`src/rtl/laneswitch_pkg.sv`:
```
// laneswitch_pkg: shared state encodings, lane select constants and default parameters
// for the lane switch ownership controller.
package laneswitch_pkg;
    typedef enum logic [2:0] {
        ST_OWN0   = 3'd0,
        ST_DRAIN0 = 3'd1,
        ST_OWN1   = 3'd2,
        ST_DRAIN1 = 3'd3,
        ST_ERROR  = 3'd4
    } state_e;
    localparam logic LANE0_SEL = 1'b0;
    localparam logic LANE1_SEL = 1'b1;
    localparam int QUIET_CYCLES_DEF   = 2;
    localparam int TIMEOUT_CYCLES_DEF = 1024;
    localparam int CNT_WIDTH_DEF      = 16;
endpackage

```
`src/rtl/laneswitch_ctrl_if.sv`:
```
// laneswitch_ctrl_if: lane handshakes and memory status seen by the ownership controller.
// Optional LASWCTRL_STATS_EN adds the switch_count/max_drain statistics outputs.
interface laneswitch_ctrl_if #(parameter int CNT_WIDTH = 16);
    logic       lane0_release;
    logic       lane0_release_ack;
    logic       lane0_grant;
    logic       lane1_release;
    logic       lane1_release_ack;
    logic       lane1_grant;
    logic       switch;
    logic       mem_active;
    logic       mem_fault;
    logic       err;
    logic [2:0] state_o;
`ifdef LASWCTRL_STATS_EN
    logic [CNT_WIDTH-1:0] switch_count;
    logic [CNT_WIDTH-1:0] max_drain;
`endif
    modport master (
        input  lane0_release, lane1_release, mem_active, mem_fault,
        output lane0_release_ack, lane0_grant, lane1_release_ack, lane1_grant, switch, err, state_o
`ifdef LASWCTRL_STATS_EN
        , output switch_count, max_drain
`endif
    );
    modport slave (
        output lane0_release, lane1_release, mem_active, mem_fault,
        input  lane0_release_ack, lane0_grant, lane1_release_ack, lane1_grant, switch, err, state_o
`ifdef LASWCTRL_STATS_EN
        , input switch_count, max_drain
`endif
    );
endinterface

```
`src/rtl/laneswitch_drain_cnt.sv`:
```
// laneswitch_drain_cnt: saturating quiet/elapsed counters shared by both drain states.
// Optional LASWCTRL_STATS_EN exposes the elapsed count.
module laneswitch_drain_cnt import laneswitch_pkg::*; #(
    parameter int QUIET_CYCLES   = QUIET_CYCLES_DEF,
    parameter int TIMEOUT_CYCLES = TIMEOUT_CYCLES_DEF,
    parameter int CNT_WIDTH      = CNT_WIDTH_DEF
) (
    input  logic clk,
    input  logic reset,
    input  logic clr,
    input  logic en,
    input  logic active,
    output logic quiet_done,
    output logic timeout
`ifdef LASWCTRL_STATS_EN
    , output logic [CNT_WIDTH-1:0] elapsed
`endif
);
    localparam logic [CNT_WIDTH-1:0] CNT_MAX      = '1;
    localparam logic [CNT_WIDTH-1:0] QUIET_LAST   = CNT_WIDTH'(QUIET_CYCLES - 1);
    localparam logic [CNT_WIDTH-1:0] TIMEOUT_LAST = CNT_WIDTH'(TIMEOUT_CYCLES - 1);
    logic [CNT_WIDTH-1:0] quiet_q, quiet_d, elapsed_q, elapsed_d;
    always_comb begin
        quiet_d   = clr ? '0 : !en ? quiet_q : active ? '0 :
                    (quiet_q == CNT_MAX) ? quiet_q : quiet_q + 1'b1;
        elapsed_d = clr ? '0 : (!en || elapsed_q == CNT_MAX) ? elapsed_q : elapsed_q + 1'b1;
    end
    always_ff @(posedge clk or negedge reset) begin
        if (!reset) begin
            quiet_q   <= '0;
            elapsed_q <= '0;
        end else begin
            quiet_q   <= quiet_d;
            elapsed_q <= elapsed_d;
        end
    end
    // Both flags look at the count this edge will produce, so the FSM moves on the reaching edge.
    assign quiet_done = en && !active && quiet_q >= QUIET_LAST;
    assign timeout    = en && elapsed_q >= TIMEOUT_LAST;
`ifdef LASWCTRL_STATS_EN
    assign elapsed = elapsed_q;
`endif
endmodule

```
`src/rtl/laneswitch_ctrl.sv`:
```
// laneswitch_ctrl: ping-pong memory ownership controller driving the lane switch select.
// Optional LASWCTRL_STATS_EN adds saturating switch_count and max_drain statistics.
module laneswitch_ctrl import laneswitch_pkg::*; #(
    parameter int QUIET_CYCLES   = QUIET_CYCLES_DEF,
    parameter int TIMEOUT_CYCLES = TIMEOUT_CYCLES_DEF,
    parameter int CNT_WIDTH      = CNT_WIDTH_DEF
) (
    input logic clk,
    input logic reset,
    laneswitch_ctrl_if.master bus
);
    state_e state_q, state_d;
    logic switch_q, switch_d, grant0_q, grant0_d, grant1_q, grant1_d;
    logic ack0_q, ack0_d, ack1_q, ack1_d, err_q, err_d;
    logic draining, quiet_done, timeout;
`ifdef LASWCTRL_STATS_EN
    logic [CNT_WIDTH-1:0] elapsed, switch_count_q, switch_count_d, max_drain_q, max_drain_d;
`endif
    assign draining = state_q == ST_DRAIN0 || state_q == ST_DRAIN1;
    laneswitch_drain_cnt #(
        .QUIET_CYCLES(QUIET_CYCLES), .TIMEOUT_CYCLES(TIMEOUT_CYCLES), .CNT_WIDTH(CNT_WIDTH)
    ) u_drain_cnt (
        .clk(clk), .reset(reset), .clr(!draining), .en(draining), .active(bus.mem_active),
        .quiet_done(quiet_done), .timeout(timeout)
`ifdef LASWCTRL_STATS_EN
        , .elapsed(elapsed)
`endif
    );
    always_comb begin
        state_d  = state_q;
        switch_d = switch_q;
        ack0_d   = 1'b0;
        ack1_d   = 1'b0;
        case (state_q)
            ST_OWN0: if (bus.lane0_release) begin
                state_d = ST_DRAIN0;
                ack0_d  = 1'b1;
            end
            ST_DRAIN0: if (bus.mem_fault || timeout) state_d = ST_ERROR;
                else if (quiet_done) begin
                    state_d  = ST_OWN1;
                    switch_d = LANE1_SEL;
                end
            ST_OWN1: if (bus.lane1_release) begin
                state_d = ST_DRAIN1;
                ack1_d  = 1'b1;
            end
            ST_DRAIN1: if (bus.mem_fault || timeout) state_d = ST_ERROR;
                else if (quiet_done) begin
                    state_d  = ST_OWN0;
                    switch_d = LANE0_SEL;
                end
            default: state_d = ST_ERROR;
        endcase
        err_d    = state_d == ST_ERROR;
        grant0_d = state_d == ST_OWN0;
        grant1_d = state_d == ST_OWN1;
    end
    always_ff @(posedge clk or negedge reset) begin
        if (!reset) begin
            state_q  <= ST_OWN0;
            switch_q <= LANE0_SEL;
            grant0_q <= 1'b1;
            grant1_q <= 1'b0;
            ack0_q   <= 1'b0;
            ack1_q   <= 1'b0;
            err_q    <= 1'b0;
        end else begin
            state_q  <= state_d;
            switch_q <= switch_d;
            grant0_q <= grant0_d;
            grant1_q <= grant1_d;
            ack0_q   <= ack0_d;
            ack1_q   <= ack1_d;
            err_q    <= err_d;
        end
    end
`ifdef LASWCTRL_STATS_EN
    always_comb begin
        switch_count_d = (switch_d != switch_q && switch_count_q != '1) ? switch_count_q + 1'b1
                                                                         : switch_count_q;
        max_drain_d    = elapsed > max_drain_q ? elapsed : max_drain_q;
    end
    always_ff @(posedge clk or negedge reset) begin
        if (!reset) begin
            switch_count_q <= '0;
            max_drain_q    <= '0;
        end else begin
            switch_count_q <= switch_count_d;
            max_drain_q    <= max_drain_d;
        end
    end
    assign bus.switch_count = switch_count_q;
    assign bus.max_drain    = max_drain_q;
`endif
    assign bus.switch            = switch_q;
    assign bus.lane0_grant       = grant0_q;
    assign bus.lane1_grant       = grant1_q;
    assign bus.lane0_release_ack = ack0_q;
    assign bus.lane1_release_ack = ack1_q;
    assign bus.err               = err_q;
    assign bus.state_o           = state_q;
endmodule

```
`src/flat_wrapper.sv`:
```
// flat-port wrapper written by rule: the top's interface ports become plain ports
module laneswitch_ctrl_flat import laneswitch_pkg::*;
#(
    parameter int QUIET_CYCLES   = QUIET_CYCLES_DEF,
    parameter int TIMEOUT_CYCLES = TIMEOUT_CYCLES_DEF,
    parameter int CNT_WIDTH      = CNT_WIDTH_DEF
)
  (clk, reset, bus_lane0_release, bus_lane1_release, bus_mem_active, bus_mem_fault, bus_lane0_release_ack, bus_lane0_grant, bus_lane1_release_ack, bus_lane1_grant, bus_switch, bus_err, bus_state_o);
  laneswitch_ctrl_if #(.CNT_WIDTH(CNT_WIDTH)) bus_i ();
  input logic clk;
  input logic reset;
  input wire logic [$bits(bus_i.lane0_release)-1:0] bus_lane0_release;
  input wire logic [$bits(bus_i.lane1_release)-1:0] bus_lane1_release;
  input wire logic [$bits(bus_i.mem_active)-1:0] bus_mem_active;
  input wire logic [$bits(bus_i.mem_fault)-1:0] bus_mem_fault;
  output wire logic [$bits(bus_i.lane0_release_ack)-1:0] bus_lane0_release_ack;
  output wire logic [$bits(bus_i.lane0_grant)-1:0] bus_lane0_grant;
  output wire logic [$bits(bus_i.lane1_release_ack)-1:0] bus_lane1_release_ack;
  output wire logic [$bits(bus_i.lane1_grant)-1:0] bus_lane1_grant;
  output wire logic [$bits(bus_i.switch)-1:0] bus_switch;
  output wire logic [$bits(bus_i.err)-1:0] bus_err;
  output wire logic [$bits(bus_i.state_o)-1:0] bus_state_o;
  assign bus_i.lane0_release = bus_lane0_release;
  assign bus_i.lane1_release = bus_lane1_release;
  assign bus_i.mem_active = bus_mem_active;
  assign bus_i.mem_fault = bus_mem_fault;
  assign bus_lane0_release_ack = bus_i.lane0_release_ack;
  assign bus_lane0_grant = bus_i.lane0_grant;
  assign bus_lane1_release_ack = bus_i.lane1_release_ack;
  assign bus_lane1_grant = bus_i.lane1_grant;
  assign bus_switch = bus_i.switch;
  assign bus_err = bus_i.err;
  assign bus_state_o = bus_i.state_o;
  laneswitch_ctrl #(.QUIET_CYCLES(QUIET_CYCLES), .TIMEOUT_CYCLES(TIMEOUT_CYCLES), .CNT_WIDTH(CNT_WIDTH)) u_core (.clk(clk), .reset(reset), .bus(bus_i));
endmodule
```
`config.mk`:
```
export PLATFORM = sky130hd
export DESIGN_NAME = laneswitch_ctrl_flat
export DESIGN_NICKNAME = d
export VERILOG_FILES = /design/src/rtl/laneswitch_pkg.sv /design/src/rtl/laneswitch_ctrl_if.sv /design/src/rtl/laneswitch_drain_cnt.sv /design/src/rtl/laneswitch_ctrl.sv /design/src/flat_wrapper.sv
export SDC_FILE = /design/constraint.sdc
export NUM_CORES = 1
export LEC_CHECK = 0
export BUFFER_PORTS_ARGS = -buffer_cell sky130_fd_sc_hd__buf_4
export CAP_MARGIN = 20
export CORE_ASPECT_RATIO = 1.4
export CORE_MARGIN = 5
export CORE_UTILIZATION = 52
export DETAILED_ROUTE_END_ITERATION = 8
export PLACE_DENSITY = 0.66
export SLEW_MARGIN = 10
export SYNTH_ARGS = -nofsm -noshare
export SYNTH_HDL_FRONTEND = slang
export SYNTH_SLANG_ARGS = --single-unit
```
`constraint.sdc`:
```
create_clock -name clk -period 3.82 [get_ports clk]
set_clock_uncertainty 0.05 [all_clocks]
set_input_delay 0.382 -clock clk [delete_from_list [all_inputs] [get_ports clk]]
set_output_delay 0.382 -clock clk [all_outputs]
set_load 0.005 [all_outputs]
```
# Word level (Yosys, flattened, before mapping)
# Cells that the tools add are included.
# word_totals
reg_bits	41
output_inout_bits	9
# classes
n_addsub	2
order_cmp	2
n_eq_ne	13
mux	21
reduce_logical	12
# op_table
op	n
2-to-1 mux 16 bit	5
adder 16 x 1 -> 16 bit, second input constant	2
== test 16 bit, second input constant	2
2-to-1 mux 3 bit	6
greater-or-equal comparator 16 x 1 -> 1 bit, second input constant	1
greater-or-equal comparator 16 x 10 -> 1 bit, second input constant	1
case mux 3 bit (4 select lines)	1
== test 3 x 2 -> 1 bit, second input constant	3
2-to-1 mux 1 bit	8
zero test 3 bit	2
!= test 2 bit, second input constant	3
AND reduction 5 bit	1
!= test 2 x 1 -> 1 bit, second input constant	2
== test 3 x 1 -> 1 bit, second input constant	1
== test 3 bit, second input constant	1
logical AND 1 bit	3
logical OR 1 bit	3
!= test 3 bit, second input constant	1
zero test 1 bit	2
case mux 1 bit (2 select lines)	1
nonzero test 2 bit	1

# Longest topological paths before layout
# depth
word_depth	8
depth_mapped	6

# Hierarchy
# Synthesis repeated with hierarchy kept, for this count alone.
# hier_totals
cells_unflattened	252
hier_area_um2	2421.1
# modules_own_cells
mod	n_inst	cells_each	area_per_inst_um2	seq_area_each_um2
laneswitch_drain_cnt	1	218	2024.4	800.8
laneswitch_ctrl	1	34	396.6	226.5

# Least setup slack after synthesis
# OpenSTA, ideal clock, no wires.
# synth_path
kind	flip-flop to flip-flop
startpoint	register u_core.u_drain_cnt.elapsed_q[15]
endpoint	register u_core.state_q[1] (netlist: u_core.bus.state_o[1])
arrival_ps	1803
slack_ps	1877
stages_incl_launch_ff	5
path_cell_list	dfrtp_1 > or4_4 > nor4_4 > or4b_4 > o221ai_1
# synth_between
elab_chain_len	5
word_cells_on_any_way	6
# synth_lines
item	line_no	text
start, declared	laneswitch_drain_cnt.sv:22	logic [CNT_WIDTH-1:0] quiet_q, quiet_d, elapsed_q, elapsed_d;
start signal, assigned	laneswitch_drain_cnt.sv:34	elapsed_q <= elapsed_d;
greater-or-equal comparator 16 x 10 -> 1 bit (*)	laneswitch_drain_cnt.sv:39	assign timeout = en && elapsed_q >= TIMEOUT_LAST;
logical AND 1 bit (*)	laneswitch_drain_cnt.sv:39	
logical OR 1 bit (*)	laneswitch_ctrl.sv:39, laneswitch_ctrl.sv:48	
2-to-1 mux 3 bit (on tied branches)	laneswitch_ctrl.sv:48, laneswitch_ctrl.sv:39	
case mux 3 bit (4 select lines) (*)	laneswitch_ctrl.sv:34	case (state_q)
via u_core.state_d[1]	laneswitch_ctrl.sv:12	state_e state_q, state_d;
end signal, assigned	laneswitch_ctrl.sv:69	state_q <= state_d;
end, declared	laneswitch_ctrl.sv:12	
# Mark *: on every way through the listed nets, which the timed path passes. The rest lies on a longest branch.
# A chain may end at the register's enable or synchronous reset.

# Worst setup path in the final report
# layout_path
startpoint	register u_core.u_drain_cnt.quiet_q[0]
endpoint	register u_core.u_drain_cnt.quiet_q[12]
# layout_between
elab_chain_len	4
word_cells_on_any_way	6
# layout_lines
item	line_no	text
start, declared	laneswitch_drain_cnt.sv:22	
start signal, assigned	laneswitch_drain_cnt.sv:33	quiet_q <= quiet_d;
adder 16 x 1 -> 16 bit	laneswitch_drain_cnt.sv:25	(quiet_q == CNT_MAX) ? quiet_q : quiet_q + 1'b1;
2-to-1 mux 16 bit	laneswitch_drain_cnt.sv:25	
2-to-1 mux 16 bit (2 in a row)	laneswitch_drain_cnt.sv:24	quiet_d = clr ? '0 : !en ? quiet_q : active ? '0 :
# Several ways; a longest one is shown, not always the timed one. The select of a mux whose other input is x is not followed.

==> results.toml <==
[place]
gp_congestion = 0.8846
dp_hpwl_um = 3615
portBuffers = 14

[synthesis]
yosysUniqueCellTypes = 46
synthCells = 242
synth_simple_gate_area_share_pct = 28.85
ys_async_sr_fraction_pct = 100.0
muxShareOfSynthArea_pct = 2.692
synth-compound-area-share_pct = 18.63
ys.flop_type = "dfrtp_1"
synth_xor_area_share_pct = 0
syn_avg_cell_area_um2 = 9.410
syn_nets = 252
seq_area_frac_synth_pct = 45.11
netlist_area_mm2 = 0.002277
ys_warn_count = 0
synth_top_family_by_area = "simple AND/OR/NAND/NOR gates"
synth_seq_cells = 41
synth-edff-count = 0
synth_fa_ha_area_share_pct = 2.198

[detailed_routing]
routed_wl_um = 5158
dr.pass1.iters = 4
vias_per_cell = 6.196
dr.first_iter.drc_count = 207
wl_per_cell_um = 16.32
via_count = 1958
ant_nets = 0
route.detailed.drc = 0

[worst_setup_path]
crit_required_ns = 3.93
cp-end-kind = "register"
worstReg2RegEnd = "u_core.u_drain_cnt.quiet_q[12]$_DFFE_PN0P_"
crit_cells = 5
worstSetupPathType = "register to register"
crit_path_cell_trace = "ha_1 -> nand2_1 -> nor3_1 -> and4b_1 -> a211oi_1"
rrSetupSlack_ns = 1.61
r2r.worst_path.cells = 5
endpoint = "u_core.u_drain_cnt.quiet_q[12]$_DFFE_PN0P_"
path_max_fanout = 11
cp_slowest_cell = "nor3_1"
crit_path_start_kind = "register"
critPathTopFamily = "simple AND/OR/NAND/NOR gates"
worst_path_largest_cell_delay_ns = 0.91
timing.rr.start = "u_core.u_drain_cnt.quiet_q[0]$_DFFE_PN0P_"
startpoint = "u_core.u_drain_cnt.quiet_q[0]$_DFFE_PN0P_"
worstPathBufferInverterCount = 0
crit_arrival_ns = 2.32

[status]
status = "finished, violations left"
violations = "hold timing"

[clocking]
root_buffer = "clkbuf_8"
ctsHtreeMaxLevel = 2
path_clk_slew_ns = 0.09
cts_tree = "built"
worstSkewPairLatency_ns = 0.30
cts_setup_buffers = 0
cts.repair.resized = 0
clk_path_buf_depth = 2
cts_hold_buffers = 0
numCtsBuffers = 5
clock-sinks = 41

[sta]
hold_ws_ns = -0.0007468
fmax_mhz = 452.8
maxSlewViolCount = 0
slew_headroom_pct = 24.68
rsz0062_at_grt = "false"
fin_crit_ns = 2.208
setup_viol = 0
post-route-period-util_pct = 57.81
tightest_slew_ns = 1.121
tns_ns = 0
hold_violations = 2

[finish]
final_common_cell = "dfrtp_1"
drive_above_1_share_pct = 12.50
n_antenna_cell = 0
syn2layout_area_growth_pct = 10.49
final_cell_mix = "dfrtp_1 (40), nand2_1 (25), a21oi_1 (18), buf_4 (15), o21ai_0 (14)"
fin_util_pct = 59.36
fillers = 377
fin_nets = 265

[global_routing]
grt_pass1_wl_um = 9094
grtUsageTotal_pct = 20.36
antenna_found_initial = 0
grt_overflow = 0
first_global_vias = 1904
grt_max_degree = 42

[die]
die_y_um = 88.30
pin_count = 15
core-area_mm2 = 0.004239
die_area_mm2 = 0.005822
die_x_um = 65.93
initial_core_util_pct = 53.72
row_count = 28

[pwr]
power.leakage_uw = 0.0009889
ir_drop_mv = 0.2233
finalPower_uw = 822.6
pwr_density_cell_mw_per_mm2 = 326.9

[run]
cap_viol_max_count = 0

[worst_hold_path]
min_path_type = "input pin to asynchronous set/reset pin"
## final cells by class
class,instances,area (um2),area share (%)
tap,60,75.07,2.984
inverter,6,22.52,0.8951
sequential,41,1027,40.83
multi-input combinational,186,1192,47.39
timing repair buffer,15,112.6,4.475
clock buffer,5,68.82,2.735
clock inverter,3,17.52,0.6962
## where the power goes
part / total [uW] / switching [uW] / leakage, uW / internal [uW]
clock: 291 / 164 / 0.0000439 / 126
combinational: 65.4 / 31.3 / 0.000389 / 34.1
sequential: 467 / 18.5 / 0.000556 / 448
total: 823 / 214 / 0.000989 / 609
## sequential cells by signal, indices dropped and copies added (netlist names)
| register | flops |
|---|---|
| u_core.bus.lane0_grant | 1 |
| u_core.bus.state_o | 3 |
| u_core.bus.lane0_release_ack | 1 |
| u_core.bus.err | 1 |
| u_core.u_drain_cnt.quiet_q | 16 |
| u_core.bus.lane1_release_ack | 1 |
| u_core.u_drain_cnt.elapsed_q | 16 |
| u_core.bus.switch | 1 |
| u_core.bus.lane1_grant | 1 |
## worst min-delay path by stage
stage                     slack [ns]                                         end  startpoint
after floorplan                 0.04                    u_core.bus.err$_DFF_PN0_       reset
after global placement          0.34  u_core.u_drain_cnt.quiet_q[11]$_DFFE_PN0P_       reset
after detailed placement        0.35  u_core.u_drain_cnt.quiet_q[11]$_DFFE_PN0P_       reset
after CTS                       0.01  u_core.u_drain_cnt.quiet_q[11]$_DFFE_PN0P_       reset
after global routing            0.03  u_core.u_drain_cnt.quiet_q[11]$_DFFE_PN0P_       reset
final                        -0.0007  u_core.u_drain_cnt.quiet_q[11]$_DFFE_PN0P_       reset
## kinds of logic (layout without fill, tap and decap cells)
logic type	after synthesis	in the layout
DFF	41	41
adders and majority gates	4	4
AOI/OAI and AO/OA	64	64
buffers and inverters	15	29
and+or+nand+nor	112	112
muxes	6	6
## synthesized netlist by cell type, types with 5 or more instances
library cell / number / area, um2
nor4_1: 6 / 37.54
mux2i_1: 5 / 50.05
dfrtp_1: 40 / 1001
clkbuf_1: 8 / 30.03
o21ai_0: 14 / 70.07
nand2b_1: 6 / 37.54
a2111o_1: 5 / 56.30
nor2_1: 12 / 45.04
nand3_1: 12 / 60.06
nand2_1: 25 / 93.84
a21oi_1: 18 / 90.09
nor3_1: 9 / 45.04
or3_1: 6 / 37.54
or4_1: 5 / 37.54
inv_1: 6 / 22.52
and3_1: 6 / 37.54
a211oi_1: 7 / 52.55
## worst reg2reg max path, cell delays in order (launching register included)
cell and delay (ns):
dfrtp_1 0.41, ha_1 0.19, nand2_1 0.09, nor3_1 0.91
and4b_1 0.33, a211oi_1 0.08
## through the flow
| stage | area, um2 | setup WS [ns] | cells |
|---|---|---|---|
| floorplan | 2277 | 1.877 | 242 |
| global placement | 2430 | 1.670 | 308 |
| detailed placement | 2430 | 1.647 | 308 |
| CTS | 2516 | 1.635 | 316 |
| global route | 2516 | 1.375 | 316 |
| finish | 2516 | 1.612 | 316 |
## metal layers
layer	share of wire, %	track usage [%]	wire length [um]	vias up
met5	0	0	0	-
met4	1.8	8.503	91	0
met3	3.3	4.574	169	10
met2	53	35.58	2753	33
met1	42	23.95	2144	960
li1	-	-	-	955
No activity file was read; power rests on OpenSTA's default activity.
